**src/rtl/light_sequencer_pkg.sv**
```systemverilog
// Shared definitions for the traffic-light sequencer: lamp codes, phase states,
// cycle wrap limits and phase-boundary counter values.
package light_sequencer_pkg;

    localparam logic [2:0] LAMP_R = 3'b100;
    localparam logic [2:0] LAMP_Y = 3'b010;
    localparam logic [2:0] LAMP_G = 3'b001;

    typedef enum logic [2:0] {
        MAIN_G, MAIN_Y, ALL_R1, SIDE_G, SIDE_Y, ALL_R2, WALK
    } state_t;

    localparam logic [5:0] WRAP_NOPED = 6'd30;
    localparam logic [5:0] WRAP_PED   = 6'd40;

    // Counter value at the tick that leaves each phase.
    localparam logic [5:0] BND_MAIN_G = 6'd11;
    localparam logic [5:0] BND_MAIN_Y = 6'd13;
    localparam logic [5:0] BND_ALL_R1 = 6'd15;
    localparam logic [5:0] BND_SIDE_G = 6'd26;
    localparam logic [5:0] BND_SIDE_Y = 6'd28;
    localparam logic [5:0] BND_ALL_R2 = 6'd30;
    localparam logic [5:0] BND_WALK   = 6'd40;

    function automatic state_t next_state(input state_t s, input logic ped);
        case (s)
            MAIN_G:  next_state = MAIN_Y;
            MAIN_Y:  next_state = ALL_R1;
            ALL_R1:  next_state = SIDE_G;
            SIDE_G:  next_state = SIDE_Y;
            SIDE_Y:  next_state = ALL_R2;
            ALL_R2:  next_state = ped ? WALK : MAIN_G;
            default: next_state = MAIN_G;
        endcase
    endfunction

    function automatic logic [2:0] main_lamp(input state_t s);
        case (s)
            MAIN_G:  main_lamp = LAMP_G;
            MAIN_Y:  main_lamp = LAMP_Y;
            default: main_lamp = LAMP_R;
        endcase
    endfunction

    function automatic logic [2:0] side_lamp(input state_t s);
        case (s)
            SIDE_G:  side_lamp = LAMP_G;
            SIDE_Y:  side_lamp = LAMP_Y;
            default: side_lamp = LAMP_R;
        endcase
    endfunction

endpackage

```
**src/rtl/light_sequencer_ped_sync.sv**
```systemverilog
// Two-flop synchroniser for the raw pedestrian button plus rising-edge detect.
module ped_sync (
    input  logic clk,
    input  logic rst_n,
    input  logic ped_btn,
    output logic rise
);

    logic r_s1, r_s2, r_s3;

    always_ff @(posedge clk or negedge rst_n) begin
        if (!rst_n) begin
            r_s1 <= 1'b0;
            r_s2 <= 1'b0;
            r_s3 <= 1'b0;
        end else begin
            r_s1 <= ped_btn;
            r_s2 <= r_s1;
            r_s3 <= r_s2;
        end
    end

    assign rise = r_s2 & ~r_s3;

endmodule

```
**src/rtl/light_sequencer.sv**
```systemverilog
// Traffic-light phase sequencer: tick-driven cycle counter, phase FSM with
// registered lamp outputs, and a per-cycle pedestrian walk request latch.
module light_sequencer
    import light_sequencer_pkg::*;
(
    input  logic       clk,
    input  logic       rst_n,
    input  logic       tick,
    input  logic       ped_btn,
    input  logic       enable,
    output logic [5:0] counter,
    output logic       PED,
    output logic [2:0] mainTraffic,
    output logic [2:0] sideTraffic,
    output logic       walk
);

    state_t     r_state;
    logic [5:0] r_counter;
    logic       r_ped, r_pending, r_walk;
    logic [2:0] r_main, r_side;

    logic       w_rise, w_wrap;
    logic [5:0] w_limit;
    state_t     w_nxt_state;

    ped_sync u_ped_sync (
        .clk     (clk),
        .rst_n   (rst_n),
        .ped_btn (ped_btn),
        .rise    (w_rise)
    );

    // >= also catches a corrupted counter beyond the limit.
    always_comb begin
        w_limit     = r_ped ? WRAP_PED : WRAP_NOPED;
        w_wrap      = (r_counter >= w_limit);
        w_nxt_state = r_state;
        if (w_wrap)
            w_nxt_state = MAIN_G;
        else if (enable)
            w_nxt_state = next_state(r_state, r_ped);
    end

    always_ff @(posedge clk or negedge rst_n) begin
        if (!rst_n) begin
            r_state   <= MAIN_G;
            r_counter <= 6'd0;
            r_main    <= LAMP_G;
            r_side    <= LAMP_R;
            r_walk    <= 1'b0;
        end else if (tick) begin
            r_state   <= w_nxt_state;
            r_counter <= w_wrap ? 6'd0 : r_counter + 6'd1;
            r_main    <= main_lamp(w_nxt_state);
            r_side    <= side_lamp(w_nxt_state);
            r_walk    <= (w_nxt_state == WALK);
        end
    end

    // A request is held until the next wrap; extra edges meanwhile are absorbed.
    always_ff @(posedge clk or negedge rst_n) begin
        if (!rst_n) begin
            r_ped     <= 1'b0;
            r_pending <= 1'b0;
        end else if (tick && w_wrap) begin
            r_ped     <= r_pending | w_rise;
            r_pending <= 1'b0;
        end else if (w_rise) begin
            r_pending <= 1'b1;
        end
    end

    assign counter     = r_counter;
    assign PED         = r_ped;
    assign mainTraffic = r_main;
    assign sideTraffic = r_side;
    assign walk        = r_walk;

endmodule

```
**config.mk**
```make
export PLATFORM = sky130hd
export DESIGN_NAME = light_sequencer
export DESIGN_NICKNAME = d
export VERILOG_FILES = /design/src/rtl/light_sequencer_pkg.sv /design/src/rtl/light_sequencer_ped_sync.sv /design/src/rtl/light_sequencer.sv
export SDC_FILE = /design/constraint.sdc
export NUM_CORES = 1
export LEC_CHECK = 0
export BUFFER_PORTS_ARGS = -buffer_cell sky130_fd_sc_hd__buf_2
export CORE_MARGIN = 10
export CORE_UTILIZATION = 54
export CTS_CLUSTER_SIZE = 8
export DETAILED_ROUTE_END_ITERATION = 7
export MAX_ROUTING_LAYER = met4
export PLACE_DENSITY = 0.77
export SETUP_SLACK_MARGIN = 0.1
export SLEW_MARGIN = 20
export SYNTH_ARGS = -nofsm -noshare
export SYNTH_HDL_FRONTEND = slang
export SYNTH_SLANG_ARGS = --single-unit
```
**constraint.sdc**
```tcl
create_clock -name clk -period 2.14 [get_ports clk]
set_input_delay 0.107 -clock clk [delete_from_list [all_inputs] [get_ports clk]]
set_output_delay 0.107 -clock clk [all_outputs]
set_load 0.02 [all_outputs]
```
==> metrics.yaml <==
status: "finished, final reports clean"
routed_wl_mm: 2.17
cp_max_fo: 16
clkTransAtPathRegs_ps: 120
ant_nets: 0
io_buffer_count: 18
place.gp.congestion: 0.914
vias: 841
dpl.hpwl_mm: 1.58
pin_count: 19
tns_ps: 0
cts-root-buf: "clkbuf_4"
grt_pass1_wl_mm: 3.83
met2_length_mm: 1.08
syn_area_um2: 1100
first_global_vias: 864
drt_iter0_drc: 27
tightest_slew_ps: 448
finalHoldViolCount: 0
viasPerCell: 5.50
num_rows: 16
synth_edf_count: 0
dr_wl_met3_um: 102
hold_path.class: "input pin to register"
hold_ws_ps: 205
clockBufferDepth: 2
finalSetupViolCount: 0
cts_tree: "done"
ir_worst_vdd_mv: 0.715
cts-htree-levels: 1
ys_types: 38
clk_latency_ps: 300
grt_usage_pct: 11.3
die_w_um: 65.1
drv_slew: 0
synth-seq-cells: 21
yosysWarnings: 0
syn_area_per_cell_um2: 10.6
cp.arrival_ps: 2160
diodes: 0
async_reset_ff_share_pct: 100
wl_met1_um: 974
finClkSkew_ps: 11.6
power.leakage_nw: 0.605
fin_nets: 137
cap_violations: 0
rsz0062_at_grt: "no"
yosysSeqAreaShare_pct: 48.1
p_per_area_nw_per_um2: 1410
drt_first_pass_iters: 4
synth-main-ff-cell: "dfrtp_1"
area_delta_synth_final_pct: 15.2
synth_fp_nets: 114
start_util_pct: 56.5
fmax_ghz: 0.511
drc_errors: 0
final_layout_size_suffix_gt1_share_pct: 28.6
highest_layer: "met4"
grt_overflow: 0
required_ps: 2340
grt_max_degree: 22
slew_headroom_pct: 70.1
critPathCaptureType: "register"
cts_buffers: 3
critical_path_class: "register to register"
antenna_found_initial: 0
wl_per_cell_um: 14.2
dieArea_um2: 4240
die_h_um: 65.1
cp-start-kind: "register"
synthCells: 104
min_period_ps: 1960
cts.sinks: 21
fin_crit_sh_pct: 91.5
coreArea_um2: 1940
## stage by stage
stage | utilization [%] | cell area, um^2 | total power, mW | worst slack [ps] | instances
finish | 65.1 | 1260 | 1.78 | 181 | 153
global route | 65.1 | 1260 | 1.94 | 106 | 153
CTS | 63.9 | 1240 | 1.74 | 158 | 150
detailed placement | 61.4 | 1190 | 1.55 | 182 | 144
global placement | 61.4 | 1190 | 1.52 | 270 | 144
floorplan | - | 1100 | 1.33 | 266 | 104
## cells in the mapped netlist (all sizes together), types with 3 or more instances
cell / instances / area [um^2]
a21o: 4 / 30.0
buf: 3 / 21.3
o21ai: 9 / 48.8
dfrtp: 19 / 475
ha: 5 / 62.6
nand2: 6 / 22.5
nor3: 4 / 25.0
nor2: 5 / 18.8
inv: 8 / 30.0
a21oi: 8 / 40.0
## critical path: stages (launching register included)
cell and delay (ps):
dfrtp_1 450, ha_1 330, a31o_1 240, a211o_4 420, buf_4 170, o32ai_2 250
## per-layer routing
metal	vias to the layer above	global-route usage (%)
met1	407	12.4
met5	-	-
met4	0	4.01
li1	417	-
met2	15	19.2
met3	2	2.92
## flip-flops by register name (all words and copies together), names as in the netlist
register / cells
r_pending: 1
r_state: 3
u_ped_sync.r_s1: 1
walk: 1
u_ped_sync.r_s3: 1
sideTraffic: 3
counter: 6
PED: 1
mainTraffic: 3
u_ped_sync.r_s2: 1
## cell usage in the layout, fill, tap and decap left out, types with 3 or more instances in the layout
master / netlist / layout
buf_2: 2 / 18
a21o_1: 4 / 4
o21ai_0: 8 / 8
nand2_1: 6 / 6
dfrtp_1: 19 / 18
inv_1: 8 / 8
ha_1: 5 / 5
buf_4: 0 / 3
nor2_1: 5 / 5
nor3_1: 3 / 3
a21oi_1: 8 / 8
clkbuf_4: 0 / 3
## path summary, 6_finish.rpt
| check | startpoint | to | slack, ps | cells after the start |
|---|---|---|---|---|
| setup reg to reg | counter[4]$_DFFE_PN0P_ | sideTraffic[0]$_DFFE_PN0P_ | 180 | 5 |
| hold / removal | tick | mainTraffic[0]$_DFFE_PN1P_ | 210 | 3 |
| min in group asynchronous | rst_n | r_state[0]$_DFFE_PN0P_ | 270 | 2 |
| hold reg to reg | u_ped_sync.r_s1$_DFF_PN0_ | u_ped_sync.r_s2$_DFF_PN0_ | 360 | 0 |
| max in group asynchronous | rst_n | sideTraffic[2]$_DFFE_PN1P_ | 1520 | 2 |
| setup / recovery | counter[4]$_DFFE_PN0P_ | sideTraffic[0]$_DFFE_PN0P_ | 180 | 5 |
## power by group
group	switching [mW]	leakage (nW)	internal [mW]
registers	0.170	0.254	0.552
clock network	0.118	0.0177	0.0695
logic	0.490	0.333	0.375
total	0.779	0.605	0.997
## area by class of cell
| class | instances | area [um^2] |
|---|---|---|
| Multi-Input combinational cell | 70 | 510 |
| Clock inverter | 1 | 5.00 |
| Sequential cell | 21 | 529 |
| Inverter | 8 | 30.0 |
| Clock buffer | 3 | 22.5 |
| Fill cell | 169 | 678 |
| Tap cell | 27 | 33.8 |
| Timing Repair Buffer | 23 | 133 |
## logic make-up after synthesis
family / Yosys count / share of synthesized area, %
AOI/OAI and AO/OA: 31 / 21.7
and+or+nand+nor: 29 / 14.7
DFF: 21 / 48.1
buffers and inverters: 13 / 5.36
adders and majority gates: 5 / 5.70
xor gates and xnor gates: 3 / 2.39
muxes: 2 / 2.05
## timing repair
item                                    CTS  global route
hold buffers                              2             0
hold endpoints to repair                 20             0
gates resized for setup                   0             1
buffers inserted                          0             3
endpoints found under the setup margin    0             2
Note: power is estimated with default switching activity, not from simulation.
